File: config.mk
export PLATFORM = sky130hd
export DESIGN_NAME = car_sequencer
export DESIGN_NICKNAME = d
export VERILOG_FILES = /design/src/rtl/car_sequencer.sv
export SDC_FILE = /design/constraint.sdc
export NUM_CORES = 1
export LEC_CHECK = 0
export BUFFER_PORTS_ARGS = -buffer_cell sky130_fd_sc_hd__buf_2
export CELL_PAD_IN_SITES_DETAIL_PLACEMENT = 0
export CELL_PAD_IN_SITES_GLOBAL_PLACEMENT = 1
export CORE_ASPECT_RATIO = 0.9
export CORE_UTILIZATION = 44
export CTS_BUF_LIST = sky130_fd_sc_hd__clkbuf_2
export CTS_CLUSTER_SIZE = 12
export DETAILED_ROUTE_END_ITERATION = 8
export GPL_TIMING_DRIVEN = 0
export PLACE_DENSITY_LB_ADDON = 0.1
export SKIP_LAST_GASP = 1
export SLEW_MARGIN = 20
export SYNTH_ARGS = -nofsm -noshare
export SYNTH_HDL_FRONTEND = slang
export SYNTH_SLANG_ARGS = --single-unit
File: constraint.sdc
create_clock -name MCLK -period 3.8 [get_ports MCLK]
set_input_delay 0.38 -clock MCLK [delete_from_list [all_inputs] [get_ports MCLK]]
set_output_delay 0.38 -clock MCLK [all_outputs]
set_load 0.03 [all_outputs]
File: src/rtl/car_sequencer.sv
// car_sequencer
//   Latches an MSP430 instruction word and steps the control address register
//   through its microsequence: FETCH -> [SRC_EXT] -> [DST_EXT] -> EXEC -> [WB],
//   with an IRQ_PC -> IRQ_SR -> IRQ_VEC entry sequence inserted between
//   instructions. Memory steps stall on MEM_rdy and are aborted by a watchdog
//   after MEM_WAIT_MAX stalled cycles.
//
// Ports
//   MCLK      in   system clock, rising edge
//   RST_n     in   asynchronous active-low reset
//   IW        in   instruction word from the fetch unit
//   IW_valid  in   IW is valid
//   IW_ack    out  IW latched this cycle (only ever in FETCH)
//   MEM_rdy   in   current memory step completes this cycle
//   IRQ       in   level interrupt request (sampled in FETCH only)
//   CAR       out  registered control address {class, step}
//   BUSY      out  step is not FETCH
//   ILLEGAL   out  high for the single EXEC cycle of an illegal opcode
//   TIMEOUT   out  high for the FETCH cycle following a watchdog abort
module car_sequencer #(
    parameter int CAR_BITS     = 6,
    parameter bit IRQ_EN       = 1'b1,
    parameter int MEM_WAIT_MAX = 16
) (
    input  logic                MCLK,
    input  logic                RST_n,
    input  logic [15:0]         IW,
    input  logic                IW_valid,
    output logic                IW_ack,
    input  logic                MEM_rdy,
    input  logic                IRQ,
    output logic [CAR_BITS-1:0] CAR,
    output logic                BUSY,
    output logic                ILLEGAL,
    output logic                TIMEOUT
);

    typedef enum logic [2:0] {
        ST_FETCH   = 3'd0,
        ST_SRC_EXT = 3'd1,
        ST_DST_EXT = 3'd2,
        ST_EXEC    = 3'd3,
        ST_WB      = 3'd4,
        ST_IRQ_PC  = 3'd5,
        ST_IRQ_SR  = 3'd6,
        ST_IRQ_VEC = 3'd7
    } step_e;

    localparam logic [2:0] CLS_FETCH   = 3'd0;
    localparam logic [2:0] CLS_ONEOP   = 3'd1;
    localparam logic [2:0] CLS_JUMP    = 3'd2;
    localparam logic [2:0] CLS_TWOOP   = 3'd3;
    localparam logic [2:0] CLS_ILLEGAL = 3'd7;

    // Watchdog aborts on the stalled cycle that would bring the count to the limit.
    localparam logic [7:0] WD_LAST = 8'(MEM_WAIT_MAX - 1);

    typedef struct packed {
        logic [2:0] cls;
        logic       src_ext;
        logic       dst_ext;
        logic       wb;
    } dec_t;

    function automatic dec_t decode(input logic [15:0] w);
        dec_t       d;
        logic [1:0] as_m;
        logic [3:0] rs;
        d    = '0;
        as_m = w[5:4];
        if (w[15:13] == 3'b001) begin
            d.cls = CLS_JUMP;
        end else if (w[15:12] >= 4'd4) begin
            d.cls = CLS_TWOOP;
        end else if (w[15:10] == 6'b000100 && w[9:7] != 3'b111) begin
            d.cls = CLS_ONEOP;
        end else begin
            d.cls = CLS_ILLEGAL;
        end
        rs = (d.cls == CLS_TWOOP) ? w[11:8] : w[3:0];
        // Indexed (As=01, not the R3 constant generator) and immediate (@PC+)
        // sources need an extension word.
        if (d.cls == CLS_TWOOP || d.cls == CLS_ONEOP) begin
            d.src_ext = (as_m == 2'b01 && rs != 4'd3) || (as_m == 2'b11 && rs == 4'd0);
        end
        if (d.cls == CLS_TWOOP) begin
            d.dst_ext = w[7];
            // CMP and BIT only set flags, so memory destinations are not written.
            d.wb      = w[7] && (w[15:12] != 4'h9) && (w[15:12] != 4'hB);
        end
        if (d.cls == CLS_ONEOP) begin
            // w[9] set covers PUSH/CALL/RETI; the rest write back unless register mode.
            d.wb = w[9] || (as_m != 2'b00);
        end
        return d;
    endfunction

    step_e       step_q, step_d;
    logic [2:0]  cls_q, cls_d;
    logic [15:0] iw_q, iw_d;
    logic [7:0]  wcnt_q, wcnt_d;
    logic        timeout_q, timeout_d;

    dec_t        dec_new;
    dec_t        dec_cur;
    logic        irq_take;
    logic        mem_step;

    always_ff @(posedge MCLK or negedge RST_n) begin
        if (!RST_n) begin
            step_q    <= ST_FETCH;
            cls_q     <= CLS_FETCH;
            iw_q      <= '0;
            wcnt_q    <= '0;
            timeout_q <= 1'b0;
        end else begin
            step_q    <= step_d;
            cls_q     <= cls_d;
            iw_q      <= iw_d;
            wcnt_q    <= wcnt_d;
            timeout_q <= timeout_d;
        end
    end

    always_comb begin
        dec_new   = decode(IW);
        dec_cur   = decode(iw_q);
        irq_take  = IRQ_EN && IRQ;
        mem_step  = (step_q != ST_FETCH) && (step_q != ST_EXEC);
        step_d    = step_q;
        cls_d     = cls_q;
        iw_d      = iw_q;
        wcnt_d    = '0;
        timeout_d = 1'b0;

        case (step_q)
            ST_FETCH: begin
                if (irq_take) begin
                    step_d = ST_IRQ_PC;
                end else if (IW_valid) begin
                    iw_d  = IW;
                    cls_d = dec_new.cls;
                    if (dec_new.src_ext)      step_d = ST_SRC_EXT;
                    else if (dec_new.dst_ext) step_d = ST_DST_EXT;
                    else                      step_d = ST_EXEC;
                end
            end
            ST_SRC_EXT: if (MEM_rdy) step_d = dec_cur.dst_ext ? ST_DST_EXT : ST_EXEC;
            ST_DST_EXT: if (MEM_rdy) step_d = ST_EXEC;
            ST_EXEC:    step_d = dec_cur.wb ? ST_WB : ST_FETCH;
            ST_WB:      if (MEM_rdy) step_d = ST_FETCH;
            ST_IRQ_PC:  if (MEM_rdy) step_d = ST_IRQ_SR;
            ST_IRQ_SR:  if (MEM_rdy) step_d = ST_IRQ_VEC;
            ST_IRQ_VEC: if (MEM_rdy) step_d = ST_FETCH;
            default:    step_d = ST_FETCH;
        endcase

        // Counter restarts whenever the step changes; only a stall keeps counting.
        if (mem_step && !MEM_rdy) begin
            if (wcnt_q == WD_LAST) begin
                step_d    = ST_FETCH;
                timeout_d = 1'b1;
            end else begin
                wcnt_d = wcnt_q + 8'd1;
            end
        end

        if (step_d == ST_FETCH) cls_d = CLS_FETCH;
    end

    always_comb begin
        // RST_n gating keeps the combinational ack low while reset is held.
        IW_ack  = RST_n && (step_q == ST_FETCH) && IW_valid && !irq_take;
        CAR     = CAR_BITS'({cls_q, step_q});
        BUSY    = (step_q != ST_FETCH);
        ILLEGAL = (step_q == ST_EXEC) && (cls_q == CLS_ILLEGAL);
        TIMEOUT = timeout_q;
    end

endmodule

==> reports/results.md, run 1 <==
- **run status** complete, no violations
- **post-layout util** 56.36%
- **P&R area growth vs syn** 18.73%
- **maximum fanout count along the critical path** 9
- **largest cells by area after synthesis** sky130_fd_sc_hd__dfrtp_1 49%, sky130_fd_sc_hd__nand2_1 11%, sky130_fd_sc_hd__nor2_1 4.8%
- **endpoint required time on the critical path** 3.42 ns
- **final hold violations** 0
- **CTS tree** built
- **worst hold start** IW[12]
- **first-pass GRT wire length** 4.657 mm
- **IO buf count** 29
- **count of buffering cells on the critical path with inverters included** 2
- **vias after detailed routing** 1165
- **slowest cell delay on critical path** 0.43 ns
- **post-detailed-route count of antenna-violating nets** 0
- **dpl hpwl** 2.204 mm
- **worst skew pair latency** 0.35 ns
- **Pins Over Slew Limit** 0
- **layer with the highest usage** met2
- **worst reg2reg endpoint** cls_q[2]
- **most common cell after layout, fill and taps aside** sky130_fd_sc_hd__nand2_1
- **sum of negative setup slack** 0 ns
- **Worst VDD drop** 0.3036 mV
- **critical register-to-register path startpoint** step_q[1]
- **Final Setup Violations** 0
- **global-route usage over all layers** 19.46%
- **pin count of the biggest net entering global routing** 28
- **Die Area** 3262 um2
- **first-pass iteration count of the detailed router** 4
- **share of synthesized flip-flops with an asynchronous set or reset** 100.0%
- **Die Y** 54.28 um
- **final standard cell count with taps included and fillers excluded** 221
- **worst-case register-to-register setup slack** 1.59 ns
- **Top-Level Pins** 31
- **endpoint kind of the worst setup timing path** primary output
- **clk slew on worst S/H paths** 0.24 ns
- **WP depth** 5
- **average cell area after synthesis** 9.090 um2
- **R2R cell count** 6
- **area fraction in and, or, nand and nor cells after synthesis** 27.90%
- **largest area contributor in the synthesized netlist** sky130_fd_sc_hd__dfrtp_1
- **gate family responsible for the most delay along the worst path** simple AND/OR/NAND/NOR gates
- **number of enable-type register cells in the synthesized netlist** 0
- **power density normalized to cell area** 650.8 nW/um2
- **met2 GRT Util** 32.04%
- **drt via density** 5.271
- **class of the worst hold path** input pin to register
- **Root Driver** sky130_fd_sc_hd__clkbuf_2
- **ratio of final minimum period to clock period** 63.32%
- **Critical Path Source Type** register
- **share of synthesized cell area in full adder, half adder and majority cells** 0.9363%
- **largest family of logic cells by synthesized area** simple AND/OR/NAND/NOR gates
- **routability-driven placement congestion ratio** 0.8444
- **slew at the pin with the worst max-slew slack** 0.6006 ns
- **reported leakage power** 0.7770 nW
- **Clock Sinks** 26
- **number of design rule violations left after detail routing** 0
- **worst hold path depth** 3
- **area of the core** 2815 um2
- **buffers from clock root to sink, at most** 2
- **RSZ-0062 raised after global routing** no
- **register area share after synthesis** 48.69%
- **Post-CTS Resized** 0
- **post-layout min period** 2.406 ns
- **via count of the first global-routing pass** 1067
- **Worst EP arrival** 2.03 ns
- **hold path endpoint** iw_q[12]
- **number of nets at the end of the flow** 204
- **Cell variety after synth** 45
- **total instance count after detailed placement** 216
- **synthesized netlist cell count** 147
- **Synth Flop Type** sky130_fd_sc_hd__dfrtp_1
- **worst slew slack as a fraction of its limit** 59.96%
- **Yosys reg bits** 26
- **initial cell density of the core** 47.47%
- **Worst Setup Path Type** register to primary output
- **minimum hold slack** 0.2185 ns
- **chain of cells forming the critical path** clkbuf_1, or3_4, nor2_1, and3_1, buf_2
- **Compound-Gate Fraction of Synth Area** 14.70%
- **most frequent cells in the layout** 39 x sky130_fd_sc_hd__nand2_1, 31 x sky130_fd_sc_hd__buf_2, 26 x sky130_fd_sc_hd__dfrtp_1
- **met1 Use GR** 26.68%
- **Slowest cell on crit path** sky130_fd_sc_hd__dfrtp_1
- **post-synthesis net count** 169
- **antenna violations before repair** 0
- **layout cell share with drive strength beyond 1** 23.76%
- **number of diodes added for antenna fixing** 0
- **average wire per cell in the routed design** 12.92 um
- **mux contribution to synthesized area** 0.7491%
- **post-detailed-routing wire length** 2.855 mm
- **count of max-cap constraint violations** 0
- **H-tree lvl count** 1
- **area of the mapped netlist** 1336 um2
- **TritonCTS Buffers** 3
- **Max Clk Rate** 415.6 MHz
- **global-route congestion overflow total** 0
- **Yosys warning count** 0
- **global-route track usage on met3** 2.128%
- **Max Clock Skew** 0.01181 ns
- **width of the die** 60.09 um
- **share of Yosys cell area claimed by the top area cell type** 48.69%
- **DRC violation total after the first TritonRoute iteration** 67
- **Post-Synth XOR/XNOR Area** 4.588%
- **number of cell rows** 18
-- worst register-to-register path, delay by kind of cell, from the launching register on --
family | cells | cell delay [ns]
buf+inv | 1 | 0.20
flops | 1 | 0.43
simple gates | 4 | 1.44
compound gates | 1 | 0.10
-- Yosys cell counts (2+ instances only) --
cell / number
sky130_fd_sc_hd__a311oi_1: 2
sky130_fd_sc_hd__a31oi_1: 3
sky130_fd_sc_hd__and3_1: 4
sky130_fd_sc_hd__buf_2: 2
sky130_fd_sc_hd__clkbuf_1: 3
sky130_fd_sc_hd__dfrtp_1: 26
sky130_fd_sc_hd__inv_1: 3
sky130_fd_sc_hd__nand2_1: 39
sky130_fd_sc_hd__nand3_1: 3
sky130_fd_sc_hd__nor2_1: 17
sky130_fd_sc_hd__nor3_1: 3
sky130_fd_sc_hd__o21ai_0: 3
sky130_fd_sc_hd__o31ai_1: 2
sky130_fd_sc_hd__xnor2_1: 3
sky130_fd_sc_hd__xor2_1: 4
-- how the worst max path moves through the flow --
stage                   start        to  slack (ns)
floorplan           step_q[0]  cls_q[2]        1.68
global placement       IW[13]  cls_q[1]        1.61
detailed placement     IW[13]  cls_q[0]        1.54
CTS                 step_q[1]    IW_ack        1.37
global route        step_q[1]    IW_ack        1.27
finish              step_q[1]    IW_ack        1.39
-- registers in the layout (all words and copies together) (netlist names) --
name     cells
step_q       3
cls_q        3
TIMEOUT      1
iw_q        11
wcnt_q       8
-- final cells by class --
type                       instances  area (um2)
clock inverter                     1       30.03
inverter                           3       11.26
fill                             264        1229
tap                               40       50.05
timing repair buffer              30       155.1
sequential                        26       650.6
multi-input combinational        113       653.1
clock buffer                       3       15.01
buffer                             5       21.27
-- routing by layer --
metal | share of wire (%) | wire [um] | vias to the layer above
met2 | 44 | 1256 | 30
li1 | - | - | 586
met4 | 1.2 | 34 | 0
met5 | 0 | 0 | -
met3 | 4.0 | 114 | 5
met1 | 51 | 1449 | 544
-- stage by stage --
stage               setup slack (ns)  total power [mW]  instance area, um2
floorplan                      1.677            0.7487                1336
global placement               1.612            0.8577                1531
detailed placement             1.537            0.8681                1531
CTS                            1.369             1.042                1587
global route                   1.268             1.109                1587
finish                         1.394             1.032                1587
-- logic make-up (layout without fill, tap and decap cells) --
logic type | after synthesis | count (layout)
mux | 1 | 1
xor+xnor | 7 | 7
simple gates | 80 | 80
compound gates | 24 | 24
buf+inv | 8 | 42
fa+ha+maj | 1 | 1
flops | 26 | 26
-- repair_timing --
| action | in CTS | in global routing |
|---|---|---|
| hold endpoints to repair | 26 | 0 |
| endpoints found under the setup margin | 0 | 0 |
| hold buffers | 1 | 0 |
| setup buffers | 0 | 0 |
-- report_power, final --
| part | total [mW] | internal (mW) | switching, mW |
|---|---|---|---|
| clock network | 0.172 | 0.0906 | 0.0819 |
| logic | 0.416 | 0.158 | 0.258 |
| registers | 0.444 | 0.374 | 0.0706 |
| total | 1.03 | 0.622 | 0.411 |
No activity file was read; power rests on OpenSTA's default activity.
==> run 2: changes to the inputs <==
--- a/config.mk
+++ b/config.mk
@@ -9,7 +9,7 @@
 export CELL_PAD_IN_SITES_DETAIL_PLACEMENT = 0
 export CELL_PAD_IN_SITES_GLOBAL_PLACEMENT = 1
 export CORE_ASPECT_RATIO = 0.9
-export CORE_UTILIZATION = 44
+export CORE_UTILIZATION = 41
 export CTS_BUF_LIST = sky130_fd_sc_hd__clkbuf_2
 export CTS_CLUSTER_SIZE = 12
 export DETAILED_ROUTE_END_ITERATION = 8
==> constraint.sdc (replaced) <==
create_clock -name MCLK -period 2.27 [get_ports MCLK]
set_input_delay 0.227 -clock MCLK [delete_from_list [all_inputs] [get_ports MCLK]]
set_output_delay 0.227 -clock MCLK [all_outputs]
set_load 0.03 [all_outputs]
==> run 2 against run 1 <==
Clock power is essentially flat; final cell count rose by 0.90%; utilization fell by 5.3 points; sequential power rose by 67%; total power grew 56%; hold slack lost 0.15 ns; combinational power increased by 67%; die area increased by 7.1%; sequential share of layout area grew 0.56 points; critical endpoint unchanged; largest cell class unchanged; highest routed layer unchanged.
==> reports/results.md, run 2 (synthesis results as in run 1) <==
- **most frequent cells in the layout** 39 x sky130_fd_sc_hd__nand2_1, 31 x sky130_fd_sc_hd__buf_2, 26 x sky130_fd_sc_hd__dfrtp_1, unchanged
- **Largest register FFs** 11, unchanged
- **endpoint required time on the critical path** 2.04 ns, was 3.42 ns
- **Clock Sinks** 26, unchanged
- **antenna violations before repair** 0, unchanged
- **critical path startpoint** step_q[1], unchanged
- **Slowest cell on crit path** sky130_fd_sc_hd__dfrtp_1, unchanged
- **number of nets at the end of the flow** 204, unchanged
- **post-layout min period** 2.077 ns
- **width of the die** 62.18 um, was 60.09 um
- **Root Driver** sky130_fd_sc_hd__clkbuf_2, unchanged
- **Max Clock Skew** 0.003824 ns, was 0.01181 ns
- **number of design rule violations left after detail routing** 0, unchanged
- **routability-driven placement congestion ratio** 0.8085, was 0.8444
- **drt via density** 5.193, was 5.271
- **register containing the most flip-flops in the final layout** iw_q, unchanged
- **IO buf count** 29, unchanged
- **layout cell share with drive strength beyond 1** 23.76%, unchanged
- **chain of cells forming the critical path** clkbuf_1, or3_4, nor2_2, and3_1, buf_2, was clkbuf_1, or3_4, nor2_1, and3_1, buf_2
- **via count of the first global-routing pass** 1104, was 1067
- **maximum fanout count along the critical path** 9, unchanged
- **count of max-cap constraint violations** 0, unchanged
- **post-detailed-routing wire length** 2.837 mm, was 2.855 mm
- **reported leakage power** 0.7642 nW, was 0.7770 nW
- **Worst EP arrival** 1.85 ns, was 2.03 ns
- **final hold violations** 0, unchanged
- **Die Y** 56.16 um, was 54.28 um
- **buffers from clock root to sink, at most** 2, unchanged
- **area of the core** 3067 um2, was 2815 um2
- **average wire per cell in the routed design** 12.72 um, was 12.92 um
- **post-detailed-route count of antenna-violating nets** 0, unchanged
- **first-pass iteration count of the detailed router** 4, unchanged
- **slowest cell delay on critical path** 0.42 ns, was 0.43 ns
- **worst skew pair latency** 0.34 ns, was 0.35 ns
- **Max Clk Rate** 481.6 MHz
- **global-route usage over all layers** 18.41%, was 19.46%
- **power density normalized to cell area** 1027 nW/um2, was 650.8 nW/um2
- **slew at the pin with the worst max-slew slack** 0.5934 ns, was 0.6006 ns
- **most common cell after layout, fill and taps aside** sky130_fd_sc_hd__nand2_1, unchanged
- **cell area after layout** 1565 um2, was 1587 um2
- **clk slew on worst S/H paths** 0.23 ns, was 0.24 ns
- **number of cell rows** 19, was 18
- **worst slew slack as a fraction of its limit** 60.44%, was 59.96%
- **Final Setup Violations** 0, unchanged
- **class of the worst hold path** input pin to register, unchanged
- **Placed Instance Area** 1534 um2, was 1531 um2
- **area used by sequential logic in the layout** 650.6 um2, unchanged
- **endpoint kind of the worst setup timing path** primary output, unchanged
- **pin count of the biggest net entering global routing** 28, unchanged
- **TritonCTS Buffers** 3, unchanged
- **first-pass GRT wire length** 5.037 mm, was 4.657 mm
- **Worst Setup Path Type** register to primary output, unchanged
- **Top-Level Pins** 31, unchanged
- **dpl hpwl** 2.181 mm, was 2.204 mm
- **Pins Over Slew Limit** 0, unchanged
- **registers with the most flip-flops** iw_q x11, wcnt_q x8, unchanged
- **run status** complete, no violations, unchanged
- **critical register-to-register path startpoint** step_q[1], unchanged
- **DRC violation total after the first TritonRoute iteration** 60, was 67
- **global-route congestion overflow total** 0, unchanged
- **Worst VDD drop** 0.4920 mV, was 0.3036 mV
- **worst hold start** IW[12], unchanged
- **Die Area** 3492 um2, was 3262 um2
- **total area of multi-input combinational cells** 655.6 um2, was 653.1 um2
- **P&R area growth vs syn** 17.13%, was 18.73%
- **minimum hold slack** 0.06353 ns, was 0.2185 ns
- **Critical Path Source Type** register, unchanged
- **RSZ-0062 raised after global routing** no, unchanged
- **CTS tree** built, unchanged
- **vias after detailed routing** 1158, was 1165
- **H-tree lvl count** 1, unchanged
- **# fillers** 314, was 264
- **number of diodes added for antenna fixing** 0, unchanged
- **initial cell density of the core** 43.57%, was 47.47%
- **ratio of final minimum period to clock period** 91.48%
- **sum of negative setup slack** 0 ns, unchanged
-- run 2: cell count changes in the layout (fill, tap and decap cells not counted) --
cell                        delta
sky130_fd_sc_hd__nor2_1        -1
sky130_fd_sc_hd__clkinv_1      +1
sky130_fd_sc_hd__bufinv_16     -1
sky130_fd_sc_hd__nor2_2        +1
-- run 2: cell type report --
type | count | share of cell area [%]
multi-input cells | 113 | 41.89
plain buffers | 5 | 1.359
flip-flops and latches | 26 | 41.57
clock buffers | 3 | 0.9592
inverters | 3 | 0.7194
repair buffers | 30 | 9.912
well taps | 42 | 3.357
clock inverters | 1 | 0.2398
-- run 2: stage by stage --
step / worst slack [ns] / cells / util (%) / power (mW)
final: 0.1935 / 223 / 51.04 / 1.608
after global routing: 0.03106 / 223 / 51.04 / 1.745
after CTS: 0.08091 / 223 / 50.96 / 1.625
after detailed placement: 0.1635 / 218 / 50.02 / 1.446
after global placement: 0.1593 / 218 / 50.02 / 1.429
after floorplan: 0.1468 / 147 / - / 1.253
-- run 2: worst max-delay path, delay by kind of cell (launching register included) --
family,cells,cell delay [ns]
AND/OR/NAND/NOR,3,0.71
flip-flops,1,0.42
buffers and inverters,2,0.38
-- run 2: routing by layer --
layer / vias up / GRT usage, % / share of wire, %
met5: - / 0 / 0
met4: 0 / 3.987 / 0.56
met3: 2 / 4.918 / 5.0
met2: 27 / 27.00 / 42
met1: 548 / 27.14 / 52
li1: 581 / - / -
-- run 2: repair_timing --
item | CTS | global route
endpoints found under the hold margin | 26 | 0
buffers inserted | 0 | 0
resized for setup | 0 | 1
setup endpoints to repair | 0 | 3
hold buffers | 1 | 0
-- run 2: final timing paths --
path	depth (start not counted)	slack, ns	endpoint
setup / recovery	5	0.19	IW_ack
hold / removal	3	0.06	iw_q[12]
setup reg to reg	6	0.23	cls_q[2]
hold reg to reg	1	0.47	wcnt_q[0]
max in group asynchronous	2	1.52	step_q[0]
min in group asynchronous	2	0.37	wcnt_q[3]
-- run 2: power by group --
group	total, mW	internal (mW)	switching [mW]	leakage, nW
Clock	0.171	0.0383	0.132	0.0140
Combinational	0.696	0.264	0.432	0.413
Sequential	0.741	0.625	0.115	0.337
Total	1.61	0.928	0.680	0.764
